==> src/rtl/vend_sequencer.sv <==
// Vending-machine transaction controller: coin credit, priced two-product selection,
// dispense handshake and change payout through the coin hopper.
module vend_sequencer #(
    parameter int PRICE_A    = 15,
    parameter int PRICE_B    = 20,
    parameter int MAX_CREDIT = 30,
    parameter int TIMEOUT    = 255,
    parameter int CW         = 6
) (
    input  logic          clk,
    input  logic          rst,
    input  logic [1:0]    coin,
    input  logic          sel_valid,
    input  logic          sel,
    input  logic          cancel,
    output logic          disp_req,
    output logic          disp_sel,
    input  logic          disp_ack,
    output logic          pay_req,
    output logic [1:0]    pay_coin,
    input  logic          pay_ack,
    output logic [CW-1:0] credit,
    output logic          busy,
    output logic          coin_reject
);

    localparam int TW = $clog2(TIMEOUT + 1);
    localparam logic [TW-1:0] TMO_LAST     = TW'(TIMEOUT - 1);
    localparam logic [CW:0]   MAX_CREDIT_W = (CW + 1)'(MAX_CREDIT);
    localparam logic [CW-1:0] PRICE_A_W    = CW'(PRICE_A);
    localparam logic [CW-1:0] PRICE_B_W    = CW'(PRICE_B);
    localparam logic [CW-1:0] FIVE_W       = CW'(5);
    localparam logic [CW-1:0] TEN_W        = CW'(10);

    typedef enum logic [1:0] {
        IDLE     = 2'd0,
        COLLECT  = 2'd1,
        DISPENSE = 2'd2,
        PAYOUT   = 2'd3
    } state_t;

    state_t        state_r;
    logic [TW-1:0] tmo_r;
    logic [CW-1:0] credit_r;
    logic          disp_req_r;
    logic          disp_sel_r;
    logic          pay_req_r;
    logic [1:0]    pay_coin_r;
    logic          busy_r;
    logic          coin_reject_r;

    logic [CW-1:0] coin_val_s;
    logic          coin_ok_s;
    logic [CW:0]   sum_s;
    logic [CW-1:0] price_s;
    logic [CW-1:0] pay_val_s;
    logic          collecting_s;
    logic          sel_hit_s;
    logic          coin_accept_s;
    logic          coin_reject_s;

    // Decode the incoming coin pulse into a rupee value.
    always_comb begin
        coin_val_s = '0;
        coin_ok_s  = 1'b0;
        case (coin)
            2'b01: begin
                coin_val_s = FIVE_W;
                coin_ok_s  = 1'b1;
            end
            2'b10: begin
                coin_val_s = TEN_W;
                coin_ok_s  = 1'b1;
            end
            default: begin
                coin_val_s = '0;
                coin_ok_s  = 1'b0;
            end
        endcase
    end

    // Acceptance decisions; a coin loses to a same-cycle cancel or purchase.
    always_comb begin
        sum_s         = {1'b0, credit_r} + {1'b0, coin_val_s};
        price_s       = sel ? PRICE_B_W : PRICE_A_W;
        pay_val_s     = (pay_coin_r == 2'b10) ? TEN_W : FIVE_W;
        collecting_s  = (state_r == COLLECT);
        sel_hit_s     = collecting_s && sel_valid && !cancel && (credit_r >= price_s);
        coin_accept_s = ((state_r == IDLE) || collecting_s) && coin_ok_s &&
                        (sum_s <= MAX_CREDIT_W) && !(collecting_s && cancel) && !sel_hit_s;
        coin_reject_s = (coin != 2'b00) && !coin_accept_s;
    end

    // Transaction FSM with all outputs registered.
    always_ff @(posedge clk) begin
        if (rst) begin
            state_r       <= IDLE;
            tmo_r         <= '0;
            credit_r      <= '0;
            disp_req_r    <= 1'b0;
            disp_sel_r    <= 1'b0;
            pay_req_r     <= 1'b0;
            pay_coin_r    <= 2'b00;
            busy_r        <= 1'b0;
            coin_reject_r <= 1'b0;
        end else begin
            coin_reject_r <= coin_reject_s;
            case (state_r)
                IDLE: begin
                    tmo_r <= '0;
                    if (coin_accept_s) begin
                        credit_r <= sum_s[CW-1:0];
                        state_r  <= COLLECT;
                    end
                end
                COLLECT: begin
                    if (cancel) begin
                        tmo_r   <= '0;
                        state_r <= PAYOUT;
                        busy_r  <= 1'b1;
                    end else if (sel_hit_s) begin
                        tmo_r      <= '0;
                        credit_r   <= credit_r - price_s;
                        disp_sel_r <= sel;
                        disp_req_r <= 1'b1;
                        state_r    <= DISPENSE;
                        busy_r     <= 1'b1;
                    end else begin
                        if (coin_accept_s) begin
                            credit_r <= sum_s[CW-1:0];
                        end
                        if (coin_accept_s || sel_valid) begin
                            tmo_r <= '0;
                        end else if (tmo_r == TMO_LAST) begin
                            tmo_r   <= '0;
                            state_r <= PAYOUT;
                            busy_r  <= 1'b1;
                        end else begin
                            tmo_r <= tmo_r + TW'(1);
                        end
                    end
                end
                DISPENSE: begin
                    tmo_r <= '0;
                    if (disp_req_r && disp_ack) begin
                        disp_req_r <= 1'b0;
                        if (credit_r != '0) begin
                            state_r <= PAYOUT;
                        end else begin
                            state_r <= IDLE;
                            busy_r  <= 1'b0;
                        end
                    end
                end
                PAYOUT: begin
                    tmo_r <= '0;
                    if (pay_req_r) begin
                        if (pay_ack) begin
                            pay_req_r  <= 1'b0;
                            pay_coin_r <= 2'b00;
                            // Clamp so a short credit can never wrap below zero.
                            if (credit_r <= pay_val_s) begin
                                credit_r <= '0;
                                state_r  <= IDLE;
                                busy_r   <= 1'b0;
                            end else begin
                                credit_r <= credit_r - pay_val_s;
                            end
                        end
                    end else if (credit_r != '0) begin
                        pay_req_r  <= 1'b1;
                        pay_coin_r <= (credit_r >= TEN_W) ? 2'b10 : 2'b01;
                    end else begin
                        state_r <= IDLE;
                        busy_r  <= 1'b0;
                    end
                end
                default: begin
                    state_r    <= IDLE;
                    tmo_r      <= '0;
                    credit_r   <= '0;
                    disp_req_r <= 1'b0;
                    pay_req_r  <= 1'b0;
                    pay_coin_r <= 2'b00;
                    busy_r     <= 1'b0;
                end
            endcase
        end
    end

    assign disp_req    = disp_req_r;
    assign disp_sel    = disp_sel_r;
    assign pay_req     = pay_req_r;
    assign pay_coin    = pay_coin_r;
    assign credit      = credit_r;
    assign busy        = busy_r;
    assign coin_reject = coin_reject_r;

endmodule

==> config.mk <==
export PLATFORM = sky130hd
export DESIGN_NAME = vend_sequencer
export DESIGN_NICKNAME = d
export VERILOG_FILES = /design/src/rtl/vend_sequencer.sv
export SDC_FILE = /design/constraint.sdc
export NUM_CORES = 1
export LEC_CHECK = 0
export BUFFER_PORTS_ARGS = -buffer_cell sky130_fd_sc_hd__clkbuf_2
export CAP_MARGIN = 30
export CORE_MARGIN = 8
export CORE_UTILIZATION = 50
export CTS_BUF_LIST = sky130_fd_sc_hd__clkbuf_2
export CTS_CLUSTER_SIZE = 40
export DETAILED_ROUTE_END_ITERATION = 12
export PLACE_DENSITY = 0.7
export SLEW_MARGIN = 30
export SYNTH_ARGS = -nofsm -noshare
export SYNTH_HDL_FRONTEND = slang
export SYNTH_SLANG_ARGS = --single-unit
==> constraint.sdc <==
create_clock -name clk -period 7.5 [get_ports clk]
set_input_delay 1.5 -clock clk [delete_from_list [all_inputs] [get_ports clk]]
set_output_delay 1.5 -clock clk [all_outputs]
set_load 0.05 [all_outputs]
; ---- Word-level counts from Yosys, hierarchy flattened
; Index checks and enable logic that the tools add are counted.
[word_totals]
out_inout_bits = 13
register_bits = 23
wordCells = 117
[classes]
n_addsub = 4
n_lt_le_gt_ge = 4
eq_ne = 19
reduce_logical = 31
bitwise_logic = 1
muxes = 49
[ops]
columns = operator, n
row1 = 2-to-1 mux 6 bit, 6
row2 = 2-to-1 mux 8 bit, 4
row3 = 2-to-1 mux 2 bit, 15
row4 = one-hot mux 6 bit (3 select lines), 1
row5 = 2-to-1 mux 1 bit, 16
row6 = one-hot mux 8 bit (2 select lines), 1
row7 = "!= test 2 bit, second input constant", 6
row8 = logical AND 1 bit, 10
row9 = "!= test 3 bit, second input constant", 3
row10 = "adder 8 x 1 -> 8 bit, second input constant", 1
row11 = "equality test 2 bit, second input constant", 4
row12 = "equality test 8 bit, second input constant", 1
row13 = one-hot mux 2 bit (4 select lines), 1
row14 = one-hot mux 4 bit (2 select lines), 1
row15 = AND reduction 4 bit, 2
row16 = adder 6 x 6 -> 7 bit, 1
row17 = "<= comparator 7 x 5 -> 1 bit, second input constant", 1
row18 = AND reduction 7 bit, 1
row19 = ">= comparator 6 x 4 -> 1 bit, second input constant", 1
row20 = >= comparator 6 x 5 -> 1 bit, 1
row21 = <= comparator 6 x 4 -> 1 bit, 1
row22 = AND reduction 3 bit, 2
row23 = AND reduction 6 bit, 1
row24 = nonzero test 2 bit, 3
row25 = other kinds (18), 24

; ---- Depth between registers and ports, before layout
[depth]
ltp_word = 12
mapped_depth = 12
depth_no_buf = 11

; ---- Least setup slack after synthesis
; Ideal clock, no wire load.
[synth_timing]
path_type = in2reg
startpoint = input port coin[0]
endpoint = register credit_r[3], in the netlist credit[3]
t_arrival_ps = 3671
path_slack_ps = 3696
t_required_ps = 7367
path_stages = 12
path_buffers = 1
cell_sequence = inv_1 > ha_1 > xor2_1 > ha_1 > a21oi_1 > xnor2_1 > mux2i_1 > a311oi_1 > a41oi_2 > buf_4 > a221oi_1 > nor4_2
[synth_via]
elab_chain_len = 11
[synth_rtl]
columns = item, line
row1 = "start, declared", 12  ; input logic [1:0] coin,
row2 = equality test 2 bit or equality test 2 x 1 -> 1 bit (tied branches), 66  ; case (coin)
row3 = one-hot mux 4 bit (2 select lines) or OR reduction 2 bit (tied branches), --
row4 = adder 6 x 6 -> 7 bit or 2-to-1 mux 1 bit (tied branches), "84, 66"
row5 = <= comparator 7 x 5 -> 1 bit or logical AND 1 bit (tied branches), "90, 89"
row6 = logical AND 1 bit, 89  ; coin_accept_s = ((state_r == IDLE) || collecting_s) && coin_ok_s &&
row7 = logical AND 1 bit (2 in series), 90  ; (sum_s <= MAX_CREDIT_W) && !(collecting_s && cancel) && !sel_hit_s;
row8 = 2-to-1 mux 6 bit (*), "111, 129"
row9 = 2-to-1 mux 6 bit, 121  ; end else if (sel_hit_s) begin
row10 = 2-to-1 mux 6 bit, 117  ; if (cancel) begin
row11 = one-hot mux 6 bit (3 select lines) (*), 108  ; case (state_r)
row12 = "end signal, assigned", 112  ; credit_r <= sum_s[CW-1:0];
row13 = "end signal, assigned", 123  ; credit_r <= credit_r - price_s;
row14 = "end signal, assigned", 130  ; credit_r <= sum_s[CW-1:0];
row15 = "end, declared", 44  ; logic [CW-1:0] credit_r;
; Mark *: on every way between the ends. The rest lies on a longest branch, timed or not. The select of a mux whose other input is x is not followed.
; A chain may end at the register's enable or synchronous reset.

; ---- Final worst setup path
[layout_timing]
startpoint = input port coin[0]
endpoint = register tmo_r[7]
[layout_via]
elab_chain_len = 12
[layout_rtl]
columns = item, line
row1 = equality test 2 bit or equality test 2 x 1 -> 1 bit (tied branches), 66
row2 = one-hot mux 4 bit (2 select lines) or OR reduction 2 bit (tied branches), --
row3 = adder 6 x 6 -> 7 bit or 2-to-1 mux 1 bit (tied branches), "84, 66"
row4 = <= comparator 7 x 5 -> 1 bit or logical AND 1 bit (tied branches), "90, 89"
row5 = logical AND 1 bit (*), 89
row6 = logical AND 1 bit (*) (2 in series), 90
row7 = logical OR 1 bit (*), 132  ; if (coin_accept_s || sel_valid) begin
row8 = 2-to-1 mux 8 bit (*), 132
row9 = 2-to-1 mux 8 bit (*), 121
row10 = 2-to-1 mux 8 bit (*), 117
row11 = one-hot mux 8 bit (2 select lines) (*), 108
row12 = "end signal, assigned", 139  ; tmo_r <= tmo_r + TW'(1);
row13 = "end, declared", 43  ; logic [TW-1:0] tmo_r;
; Mark *: on every way between the ends. The rest lies on a longest branch, timed or not.

==> results.cfg <==
[sta]
hold_violations = 0
skew_ns = 0.00821
timing_worst_slew_pin_value_ns = 0.626
relSlewSlack_pct = 58.3
fin_setup_tns_ns = 0
rsz0062_at_grt = false
period_share_pct = 55.1
maxSlewViolCount = 0
setup_viol = 0
clock.fmax_mhz = 242
fin_crit_ns = 4.13

[drt]
ant_nets = 0
drt-met1-wl_um = 2340
vias_per_cell = 5.89
first_pass_iters = 4
num_vias = 1891
wire_per_inst_um = 14.8
wl_um = 4740
drt_iter0_markers = 164
met3_length_um = 254
drc = 0
wl_met2_um = 2070
route.top_layer_used = met4

[synthesis]
synth_seq_area_share_pct = 23.0
syn_nets = 284
ys_ff_latch = 23
synth_cell_types = 55
yosysMostFrequentCell = nand2_1
syn-cell-area_mm2 = 0.00200
synth_common_cells = 29 x nand2_1, 23 x dfxtp_1, 23 x nor2_1
yosysTopAreaCellShare_pct = 23.0
synth_area_leaders = dfxtp_1 23%, ha_1 10%, nand2_1 5.4%, xnor2_1 5.3%, nor2_1 4.3%
yosys_warnings = 0
synth_cells = 257
async_flop_share_pct = 0
synth_edf_count = 0
synth_area_leader_cell = dfxtp_1
avgSynthCellArea_um2 = 7.77
dominantRegCellSynth = dfxtp_1

[placement]
numPortBuffers = 21
hpwl_um = 3590
gp_congestion = 0.855

[floorplanning]
rows = 23
die_area_mm2 = 0.00628
io_pins = 22
die_y_um = 79.2
start_util_pct = 51.1
fp.coreArea_mm2 = 0.00391
fp.dieW_um = 79.2

[layout]
final_net_count = 299
drive_above_1_share_pct = 14.4
diodes = 0
syn2layout_area_growth_pct = 6.45
fillCellCount = 406

[critical_path]
startpoint_type = primary input
worstPathMaxFanout = 14
crit_type = in2reg
crit_required_ns = 7.82
end_kind = flop
crit_arrival_ns = 4.45

[clocking]
cts_tree = built
clockBufferDepth = 2
cts_hold_buf = 0
cts_setup_buffers = 0
htreeDepth = 1
clkLatencyLatePin_ns = 0.36
clock_sinks = 23
cts.clk_slew.worst_paths_ns = 0.24
cts-buffers-inserted = 3
cts_resized = 0
cts_root_buf = clkbuf_2

[job]
maxCapViolCount = 0

[run_status]
status = finished, final reports clean

[grt]
antenna_found_initial = 0
grt_max_degree = 19
grt.total_usage_pct = 15.8
grt_pass1_vias = 1740
grt_pass1_wl_um = 8310
overflow = 0

[power_and_ir_drop]
total_power_w = 0.000617
p_leak_nw = 0.867
power_density_mw_per_mm2 = 290
vdd_drop_max_mv = 0.106

[worst_hold_path]
hold_path_class = reg2reg
## layout by cell type, fill, tap and decap left out, types with 8 or more instances in the layout
master / n
xnor2_1: 12
ha_1: 16
o21ai_0: 8
nand3_1: 12
inv_1: 12
dfxtp_1: 23
nand2_1: 29
nor2_1: 23
nor2_2: 8
clkbuf_2: 24
a21oi_1: 14
## worst max-delay path, stage by stage
cell and delay [ns]:
clkbuf_2 0.10, inv_1 0.07, ha_1 0.27, xor2_1 0.18, ha_1 0.21, a21oi_1 0.33
xnor2_1 0.19, mux2i_1 0.10, a311oi_1 0.26, a41oi_2 0.40, or3_1 0.66, nor2_2 0.17
## final timing paths
check,start,end,slack (ns),cells past startpoint
setup reg to reg,credit[1],tmo_r[7],4.22,9
hold / removal,disp_sel,disp_sel,0.48,2
setup / recovery,coin[0],tmo_r[7],3.37,12
hold reg to reg,disp_sel,disp_sel,0.48,2
## cells by family (layout without fill, tap and decap cells)
| family | after synthesis | after routing | share of synthesized area (%) |
|---|---|---|---|
| AOI/OAI and AO/OA | 61 | 61 | 21.2 |
| DFF | 23 | 23 | 23.0 |
| xor gates and xnor gates | 18 | 18 | 8.27 |
| buffers and inverters | 24 | 38 | 5.70 |
| muxes | 4 | 4 | 2.00 |
| and+or+nand+nor | 109 | 109 | 27.8 |
| adders and majority gates | 18 | 18 | 12.0 |
## metrics by stage
step / area (um^2) / setup slack, ns / util (%) / hold WS, ns / std cells
2_1_floorplan: 2000 / 3.70 / - / 0.439 / 257
4_1_cts: 2130 / 3.37 / 54.3 / 0.480 / 321
6_report: 2130 / 3.37 / 54.3 / 0.482 / 321
3_5_place_dp: 2100 / 2.99 / 53.8 / 0.449 / 317
3_3_place_gp: 2100 / 3.13 / 53.8 / 0.445 / 317
5_1_grt: 2130 / 3.12 / 54.3 / 0.495 / 321
## flip-flops by register name, summed over array words and instances, names as in the netlist
signal,flops
pay_req,1
state_r,2
disp_req,1
credit,6
busy,1
disp_sel,1
tmo_r,8
pay_coin,2
coin_reject,1
## where the power goes
group          internal, W  switching, W
combinational     0.000140      0.000228
clock            0.0000124     0.0000423
sequential        0.000141     0.0000532
total             0.000294      0.000323
## layout make-up
| type | count | area (um^2) | share of cell area, % |
|---|---|---|---|
| tap | 50 | 62.6 | 2.94 |
| clock inverter | 1 | 7.51 | 0.353 |
| inverter | 12 | 45.0 | 2.12 |
| sequential | 23 | 460 | 21.6 |
| multi-input combinational | 210 | 1420 | 66.9 |
| timing repair buffer | 22 | 113 | 5.29 |
| clock buffer | 3 | 15.0 | 0.706 |
## layer usage
layer | vias to the layer above | track usage [%]
li1 | 948 | -
met3 | 9 | 2.14
met4 | 0 | 4.81
met2 | 62 | 23.7
met5 | - | 0
met1 | 872 | 22.5
(Power assumes the default switching activity.)
